==> src/rtl/reg_alu_pipe_if.sv <==
// reg_alu_pipe_if: instruction, operand and retire signals of the register-file/ALU pipeline
interface reg_alu_pipe_if #(parameter int WIDTH = 16, parameter int DEPTH = 8);
  localparam int ADDR_W = $clog2(DEPTH);
  logic in_valid;
  logic in_ready;
  logic sel;
  logic wr;
  logic [2:0] op;
  logic [ADDR_W-1:0] rd_addr_a;
  logic [ADDR_W-1:0] rd_addr_b;
  logic [ADDR_W-1:0] wr_addr;
  logic [WIDTH-1:0] d_in;
  logic [WIDTH-1:0] d_out_a;
  logic [WIDTH-1:0] d_out_b;
  logic [WIDTH-1:0] result;
  logic out_valid;
  logic cout;
  logic zero;
  modport master(
    output in_valid, sel, wr, op, rd_addr_a, rd_addr_b, wr_addr, d_in,
    input in_ready, d_out_a, d_out_b, result, out_valid, cout, zero
  );
  modport slave(
    input in_valid, sel, wr, op, rd_addr_a, rd_addr_b, wr_addr, d_in,
    output in_ready, d_out_a, d_out_b, result, out_valid, cout, zero
  );
endinterface

==> src/rtl/reg_alu_pipe.sv <==
// reg_alu_pipe: regfile + 8-op ALU, EX/WB pipeline; REG_ALU_PIPE_BYPASS_EN forwards instead of stalling on RAW
module reg_alu_pipe #(
  parameter int WIDTH = 16,
  parameter int DEPTH = 8
) (
  input logic clk,
  input logic reset,
  reg_alu_pipe_if.slave bus
);
  localparam int ADDR_W = $clog2(DEPTH);
  logic [WIDTH-1:0] regs [DEPTH];
  logic ex_valid, ex_sel, ex_wr;
  logic [2:0] ex_op;
  logic [ADDR_W-1:0] ex_wr_addr;
  logic [WIDTH-1:0] ex_d_in, ex_a, ex_b;
  logic [WIDTH-1:0] alu, wb, op_a, op_b;
  logic alu_c;
  logic [WIDTH:0] add_s, sub_s;
  logic hit_a, hit_b, accept;
  logic [WIDTH-1:0] result;
  logic out_valid, cout, zero;
  assign add_s = {1'b0, ex_a} + {1'b0, ex_b};
  assign sub_s = {1'b0, ex_a} + {1'b0, ~ex_b} + {{WIDTH{1'b0}}, 1'b1};
  always_comb begin
    alu = '0;
    alu_c = 1'b0;
    case (ex_op)
      3'd0: {alu_c, alu} = add_s;
      3'd1: {alu_c, alu} = sub_s;
      3'd2: alu = ex_a & ex_b;
      3'd3: alu = ex_a | ex_b;
      3'd4: alu = ex_a ^ ex_b;
      3'd5: alu = ~ex_a;
      3'd6: {alu_c, alu} = {ex_a, 1'b0};
      default: alu = ex_b;
    endcase
  end
  assign wb = ex_sel ? alu : ex_d_in;
  assign hit_a = ex_valid & ex_wr & (ex_wr_addr == bus.rd_addr_a);
  assign hit_b = ex_valid & ex_wr & (ex_wr_addr == bus.rd_addr_b);
`ifdef REG_ALU_PIPE_BYPASS_EN
  assign op_a = hit_a ? wb : regs[bus.rd_addr_a];
  assign op_b = hit_b ? wb : regs[bus.rd_addr_b];
  assign bus.in_ready = ~reset;
`else
  // the regfile has no write-through, so a hazard waits one cycle for the retire
  assign op_a = regs[bus.rd_addr_a];
  assign op_b = regs[bus.rd_addr_b];
  assign bus.in_ready = ~reset & ~(hit_a | hit_b);
`endif
  assign accept = bus.in_valid & bus.in_ready;
  always_ff @(posedge clk) begin
    if (reset) begin
      for (int i = 0; i < DEPTH; i++) regs[i] <= '0;
      ex_valid <= 1'b0;
      ex_sel <= 1'b0;
      ex_wr <= 1'b0;
      ex_op <= '0;
      ex_wr_addr <= '0;
      ex_d_in <= '0;
      ex_a <= '0;
      ex_b <= '0;
      result <= '0;
      out_valid <= 1'b0;
      cout <= 1'b0;
      zero <= 1'b0;
    end else begin
      out_valid <= ex_valid;
      if (ex_valid) begin
        if (ex_wr) regs[ex_wr_addr] <= wb;
        result <= wb;
        cout <= alu_c;
        zero <= (alu == '0);
      end
      ex_valid <= accept;
      if (accept) begin
        ex_sel <= bus.sel;
        ex_wr <= bus.wr;
        ex_op <= bus.op;
        ex_wr_addr <= bus.wr_addr;
        ex_d_in <= bus.d_in;
        ex_a <= op_a;
        ex_b <= op_b;
      end
    end
  end
  assign bus.d_out_a = ex_a;
  assign bus.d_out_b = ex_b;
  assign bus.result = result;
  assign bus.out_valid = out_valid;
  assign bus.cout = cout;
  assign bus.zero = zero;
endmodule
==> src/flat_wrapper.sv <==
// flat-port wrapper written by rule: the top's interface ports become plain ports
module reg_alu_pipe_flat 
#(
  parameter int WIDTH = 16,
  parameter int DEPTH = 8
)
  (clk, reset, bus_in_valid, bus_sel, bus_wr, bus_op, bus_rd_addr_a, bus_rd_addr_b, bus_wr_addr, bus_d_in, bus_in_ready, bus_d_out_a, bus_d_out_b, bus_result, bus_out_valid, bus_cout, bus_zero);
  reg_alu_pipe_if #(.WIDTH(WIDTH), .DEPTH(DEPTH)) bus_i ();
  input logic clk;
  input logic reset;
  input wire logic [$bits(bus_i.in_valid)-1:0] bus_in_valid;
  input wire logic [$bits(bus_i.sel)-1:0] bus_sel;
  input wire logic [$bits(bus_i.wr)-1:0] bus_wr;
  input wire logic [$bits(bus_i.op)-1:0] bus_op;
  input wire logic [$bits(bus_i.rd_addr_a)-1:0] bus_rd_addr_a;
  input wire logic [$bits(bus_i.rd_addr_b)-1:0] bus_rd_addr_b;
  input wire logic [$bits(bus_i.wr_addr)-1:0] bus_wr_addr;
  input wire logic [$bits(bus_i.d_in)-1:0] bus_d_in;
  output wire logic [$bits(bus_i.in_ready)-1:0] bus_in_ready;
  output wire logic [$bits(bus_i.d_out_a)-1:0] bus_d_out_a;
  output wire logic [$bits(bus_i.d_out_b)-1:0] bus_d_out_b;
  output wire logic [$bits(bus_i.result)-1:0] bus_result;
  output wire logic [$bits(bus_i.out_valid)-1:0] bus_out_valid;
  output wire logic [$bits(bus_i.cout)-1:0] bus_cout;
  output wire logic [$bits(bus_i.zero)-1:0] bus_zero;
  assign bus_i.in_valid = bus_in_valid;
  assign bus_i.sel = bus_sel;
  assign bus_i.wr = bus_wr;
  assign bus_i.op = bus_op;
  assign bus_i.rd_addr_a = bus_rd_addr_a;
  assign bus_i.rd_addr_b = bus_rd_addr_b;
  assign bus_i.wr_addr = bus_wr_addr;
  assign bus_i.d_in = bus_d_in;
  assign bus_in_ready = bus_i.in_ready;
  assign bus_d_out_a = bus_i.d_out_a;
  assign bus_d_out_b = bus_i.d_out_b;
  assign bus_result = bus_i.result;
  assign bus_out_valid = bus_i.out_valid;
  assign bus_cout = bus_i.cout;
  assign bus_zero = bus_i.zero;
  reg_alu_pipe #(.WIDTH(WIDTH), .DEPTH(DEPTH)) u_core (.clk(clk), .reset(reset), .bus(bus_i));
endmodule
==> config.mk <==
export PLATFORM = sky130hd
export DESIGN_NAME = reg_alu_pipe_flat
export DESIGN_NICKNAME = d
export VERILOG_FILES = /design/src/rtl/reg_alu_pipe_if.sv /design/src/rtl/reg_alu_pipe.sv /design/src/flat_wrapper.sv
export SDC_FILE = /design/constraint.sdc
export NUM_CORES = 1
export LEC_CHECK = 0
export BUFFER_PORTS_ARGS = -buffer_cell sky130_fd_sc_hd__buf_2
export CORE_UTILIZATION = 40
export CTS_BUF_LIST = sky130_fd_sc_hd__clkbuf_8 sky130_fd_sc_hd__clkbuf_16
export CTS_CLUSTER_DIAMETER = 150
export DETAILED_ROUTE_END_ITERATION = 8
export HOLD_SLACK_MARGIN = 0.02
export MAX_ROUTING_LAYER = met4
export PLACE_DENSITY = 0.67
export SYNTH_ARGS = -nofsm -noshare
export SYNTH_HDL_FRONTEND = slang
export SYNTH_SLANG_ARGS = --single-unit
==> constraint.sdc <==
create_clock -name clk -period 3.2 [get_ports clk]
set_input_delay 0.8 -clock clk [delete_from_list [all_inputs] [get_ports clk]]
set_output_delay 0.8 -clock clk [all_outputs]
set_load 0.1 [all_outputs]
**Word-level counts from Yosys, hierarchy flattened**

Memories as Yosys holds them, arrays and structs flattened. A register that Yosys moved wholly into a read port is not among the register bits.
Index checks and enable logic that the tools add are counted.

- Bits in registers: 44
- Bits in writable memories: 128
- Input bits: 33
- Output and inout bits: 52
- Word-level logic and storage cells: 50
- Memories: 1

- Add/subtract/negate cells: 3
- Equality and inequality tests: 8
- Muxes and demuxes: 12
- Bitwise logic cells: 13
- Reduce and logical (&&, ||, !) cells: 3

Memories:

| memory | depth | width | rd ports | clocked after memory_dff | wr ports | line | source |
|---|---|---|---|---|---|---|---|
| u_core.regs | 8 | 16 | 2 | 2 | 8 | reg_alu_pipe.sv:11 | `logic [WIDTH-1:0] regs [DEPTH];` |

Operators with widths:

| kind | count |
|---|---|
| $pmux 16 s7 | 1 |
| $add 16x16->17 | 2 |
| $mux 16 | 2 |
| $not 16->16 | 2 |
| $add 17x1->17 const B | 1 |
| $and 16x16->16 | 1 |
| $logic_not 16->1 | 1 |
| $or 16x16->16 | 1 |
| $reduce_or 16->1 | 1 |
| $xor 16x16->16 | 1 |
| $eq 3x3->1 const B | 3 |
| $mux 1 | 7 |
| $eq 3x2->1 const B | 2 |
| $eq 3x3->1 | 2 |
| $and 1x1->1 | 5 |
| $eq 3x1->1 const B | 1 |
| $logic_not 3->1 | 1 |
| $mux 3 | 1 |
| $pmux 1 s3 | 1 |
| $not 1->1 | 2 |
| $or 1x1->1 | 1 |

**Longest topological paths before layout**

- Depth after elaboration: 6
- Gate-level depth with buffers: 15

**Least setup slack after synthesis**

Ideal clock, no wire load.

- Path type: input -> register
- From: in bus_rd_addr_a[1]
- To: reg u_core.ex_a[0], in the netlist u_core.bus.d_out_a[0], read port of u_core.regs
- Arrival time: 4,068 ps
- Data required time: 3,063 ps
- Slack: -1,005 ps
- Cell stages on the path: 9
- Buffers on the path: 4
- Cells stage by stage: clkbuf_1 -> xor2_1 -> o31ai_1 -> a31oi_1 -> and2_1 -> clkbuf_1 -> clkbuf_1 -> clkbuf_1 -> a211oi_1

- Cells in the longest elaborated chain, start to end: 6

RTL lines:

| what | line | source |
|---|---|---|
| start: declaration | flat_wrapper.sv:15 | `input wire logic [$bits(bus_i.rd_addr_a)-1:0] bus_rd_addr_a;` |
| $eq 3x3->1 | reg_alu_pipe.sv:39 | `assign hit_a = ex_valid & ex_wr & (ex_wr_addr == bus.rd_addr_a);` |
| $and 1x1->1 | reg_alu_pipe.sv:39 |  |
| $or 1x1->1 | reg_alu_pipe.sv:49 | `assign bus.in_ready = ~reset & ~(hit_a \| hit_b);` |
| $not 1->1 | reg_alu_pipe.sv:49 |  |
| $and 1x1->1 | reg_alu_pipe.sv:49 |  |
| net bus_in_ready | flat_wrapper.sv:19 | `output wire logic [$bits(bus_i.in_ready)-1:0] bus_in_ready;` |
| $and 1x1->1 | reg_alu_pipe.sv:51 | `assign accept = bus.in_valid & bus.in_ready;` |
| end: declaration | reg_alu_pipe.sv:15 | `logic [WIDTH-1:0] ex_d_in, ex_a, ex_b;` |

The timed path passes the listed nets, and every way through them passes these cells.
A chain may end at the register's enable or synchronous reset.

**Final worst setup path**

- From: reg u_core.ex_a[0], in the netlist u_core.bus.d_out_a[0], read port of u_core.regs
- To: reg u_core.zero, in the netlist u_core.bus.zero

- Cells in the longest elaborated chain, start to end: 4
- Elaborated cells on any way between the ends: 9
- Those cells by class: add/sub (3); mux (1); bitwise (4); reduce/logical (1)

RTL lines:

| what | line | source |
|---|---|---|
| $add 16x16->17 | reg_alu_pipe.sv:23 | `assign sub_s = {1'b0, ex_a} + {1'b0, ~ex_b} + {{WIDTH{1'b0}}, 1'b1};` |
| $add 17x1->17 | reg_alu_pipe.sv:23 |  |
| $pmux 16 s7 * | reg_alu_pipe.sv:27 | `case (ex_op)` |
| $logic_not 16->1 * | reg_alu_pipe.sv:73 | `zero <= (alu == '0);` |
| end signal: assignment | reg_alu_pipe.sv:73 |  |
| end: declaration | reg_alu_pipe.sv:21 | `logic out_valid, cout, zero;` |

Mark *: on every way between the ends. The rest lies on a longest branch, timed or not.

==> impl_metrics.yaml <==
worst_hold_path:
  hp-class: "flop to flop"
  hp-start: "u_core.bus.zero"
  min_to: "u_core.bus.zero"
  hold_depth: 2
critical_path:
  r2r-end: "u_core.bus.zero"
  r2r_start: "u_core.bus.d_out_a[0]"
  path_cells: "inv_4 -> ha_4 -> inv_2 -> fa_2 -> nor2b_4 -> o311ai_4 -> nand2_2 -> a311oi_2 -> mux2i_1 -> o32a_1 -> or4_4 -> nor4_4 -> or4b_1 -> nand2_1"
  r2r_setup_slack_ns: -0.25
  r2r_cells: 14
  cp-end-kind: "flop"
  critPathMaxStageDelay_ns: 0.55
  required_ns: 3.64
  crit_slowest_cell: "or4_4"
  crit_type: "flop to flop"
  arrival_ns: 3.88
  cp_max_fo: 4
  worstSetupStartpointType: "flop"
placed_design:
  dp_hpwl_microns: 25920
  dp_slack_ns: -0.2619
  portBuffers: 84
  place_congestion: 1.009
global_routing:
  grt_max_degree: 83
  grtUsageTotal_pct: 25.12
  grt_pass1_wl_microns: 58040
  antenna_found_initial: 0
  overflow: 0
  grt_pass1_vias: 10310
sta:
  setup_viol: 3
  max_freq_mhz: 290.2
  maxSlewHeadroom_pct: 44.63
  worst_slew_pin_slew_ns: 0.8305
  fin_skew_ns: 0.02507
  slew_violations: 0
  period_share_pct: 107.7
  timing_hold_violations_final: 0
  grt_setup_unrepaired: "yes"
  finalWorstSetupSlack_ns: -0.2456
  layout_min_cycle_time_ns: 3.446
die:
  coreArea_sq_um: 29800
  io_pins: 85
  dieArea_sq_um: 31120
  start_util_pct: 40.84
  die_h_microns: 176.4
  die_x_microns: 176.4
  row_count: 63
power:
  p_per_area_nw_per_um2: 502.6
  leakage_uw: 0.006005
  ir_drop_mv: 0.3448
  power_uw: 7696
clocking:
  cts_hold_buf: 0
  clock_latency_ns: 0.52
  cts_tree: "done"
  clk_path_buf_depth: 3
  cts-root-buf: "clkbuf_16"
  htree_levels: 1
  numCtsBuffers: 23
  cts_sinks: 204
  path_clk_slew_ns: 0.06
cells_and_area:
  mostFrequentLayoutCell: "nor2_1"
  num_antenna_cells: 0
  num-nets-final: 1455
  drive_above_1_share_pct: 33.14
  multi_input_comb_area_sq_um: 6653
  register_area_sq_um: 5443
  syn_to_final_growth_pct: 25.84
  utilization_pct: 51.39
  fillCellCount: 2621
  layout_common_cells: "214 x nor2_1, 165 x buf_4, 128 x edfxtp_1"
run_status:
  violations: "setup timing"
  status: "finished, violations left"
drt:
  post_drt_wl_per_cell_microns: 21.27
  vias: 10270
  antenna_left: 0
  drc: 0
  drtIter0Drc: 867
  viasPerCell: 5.786
  drtPass1Iterations: 5
  wirelength_microns: 37750
logic_synthesis:
  syn_nets: 1260
  synth-seq-cells: 204
  async_reset_ff_share_pct: 0
  synth_cell_types: 69
  synth_xor_area_share_pct: 0.7918
  synth_adder_area_share_pct: 5.573
  syn_inst: 1174
  synthSimpleGateAreaFrac_pct: 13.80
  avgSynthCellArea_sq_um: 10.36
  synth_edf_count: 128
  synth_seq_area_share_pct: 44.09
  syn_area_sq_um: 12170
  synthFlopType: "edfxtp_1"
  synthMuxAreaShare_pct: 17.04
  yosysWarnings: 0
  synth_compound_area_share_pct: 14.19
  synth_top_family_by_area: "multiplexers"
run:
  max_cap_violations: 0
-- registers in the layout (all words and copies together) (netlist names), 3 cells and up --
register            count
u_core.ex_op            3
u_core.regs           128
u_core.ex_wr_addr       3
u_core.bus.d_out_a     16
u_core.bus.result      16
u_core.ex_d_in         16
u_core.bus.d_out_b     16
-- power by group --
| group | leakage, uW | internal, uW | switching [uW] |
|---|---|---|---|
| registers | 0.00197 | 2910 | 96.4 |
| clock network | 0.000379 | 1500 | 1060 |
| logic | 0.00366 | 838 | 1290 |
| total | 0.00600 | 5250 | 2450 |
-- final cells by class --
| cell class | instances | share of cell area (%) |
|---|---|---|
| tap | 390 | 3.187 |
| clock buffer | 24 | 3.849 |
| multi-input combinational | 826 | 43.45 |
| timing repair buffer | 259 | 11.70 |
| sequential | 204 | 35.54 |
| clock inverter | 17 | 0.9070 |
| inverter | 55 | 1.365 |
-- metal layers --
metal	part of all wire, %	global-route usage [%]	vias up
met5	0	-	-
li1	-	-	4699
met3	7.3	3.531	83
met4	2.9	8.333	0
met1	41	31.68	5007
met2	49	41.50	482
-- critical path: cells and delay by family, from the launching register on --
kind / cells / cell delay [ns]
compound gates: 3 / 0.87
fa+ha+maj: 2 / 0.46
buf+inv: 2 / 0.09
flops: 1 / 0.37
mux: 1 / 0.11
simple gates: 6 / 1.46
-- cell usage after synthesis, types with 3 or more instances --
cell type | n | area (sq um)
a211oi_1 | 52 | 390.4
a21o_1 | 13 | 97.59
a21oi_1 | 42 | 210.2
a221oi_1 | 12 | 105.1
a22oi_1 | 4 | 30.03
a31o_2 | 5 | 43.79
a31oi_1 | 10 | 62.56
buf_1 | 11 | 41.29
buf_2 | 7 | 35.03
clkbuf_1 | 71 | 266.5
dfxtp_1 | 76 | 1521
edfxtp_1 | 128 | 3844
ha_1 | 51 | 638.1
inv_1 | 53 | 198.9
mux2_2 | 5 | 56.30
mux2i_1 | 53 | 530.5
mux4_2 | 66 | 1486
nand2_1 | 77 | 289.0
nand2b_1 | 42 | 262.8
nand3_1 | 11 | 55.05
nor2_1 | 219 | 822.0
nor2b_1 | 9 | 56.30
nor3_1 | 13 | 65.06
nor4_1 | 4 | 25.02
o211a_1 | 3 | 30.03
o211ai_1 | 5 | 37.54
o21a_1 | 3 | 22.52
o21ai_0 | 47 | 235.2
o21bai_1 | 5 | 37.54
o221ai_1 | 4 | 35.03
o22ai_1 | 11 | 68.82
o31ai_1 | 10 | 75.07
xnor2_1 | 6 | 52.55
xor2_1 | 5 | 43.79
-- kinds of logic after synthesis --
logic type / Yosys count
AOI/OAI and AO/OA: 250
xor gates and xnor gates: 11
and+or+nand+nor: 388
muxes: 124
DFF: 204
buffers and inverters: 144
adders and majority gates: 53
-- metrics by stage --
step / cells / TNS [ns] / hold WS (ns) / cell area [sq um]
finish: 1775 / -0.2523 / 0.4723 / 15310
global route: 1775 / -2.681 / 0.4862 / 15310
CTS: 1767 / -0.6767 / 0.4740 / 14990
detailed placement: 1723 / -7.684 / 0.4622 / 14160
global placement: 1723 / -4.743 / 0.4616 / 14160
floorplan: 1174 / -2.224 / 0.4485 / 12320
-- what timing repair did --
item,in CTS,in global routing
gates resized for setup,19,48
buffers inserted,2,7
gates cloned,1,2
pin swaps,6,10
setup endpoints to repair,64,67
-- how the worst max path moves through the flow --
stage / startpoint / endpoint / slack [ns] / depth (start not counted)
final: u_core.bus.d_out_a[0] / u_core.bus.zero / -0.25 / 14
after global routing: u_core.bus.d_out_a[0] / u_core.bus.zero / -0.33 / 14
after CTS: u_core.bus.d_out_a[0] / u_core.bus.zero / -0.27 / 14
after detailed placement: u_core.bus.d_out_a[1] / u_core.bus.zero / -0.26 / 12
after global placement: u_core.bus.d_out_a[0] / u_core.bus.zero / -0.24 / 13
after floorplan: u_core.bus.d_out_b[0] / u_core.bus.zero / -0.26 / 13
No activity file was read; power rests on OpenSTA's default activity.
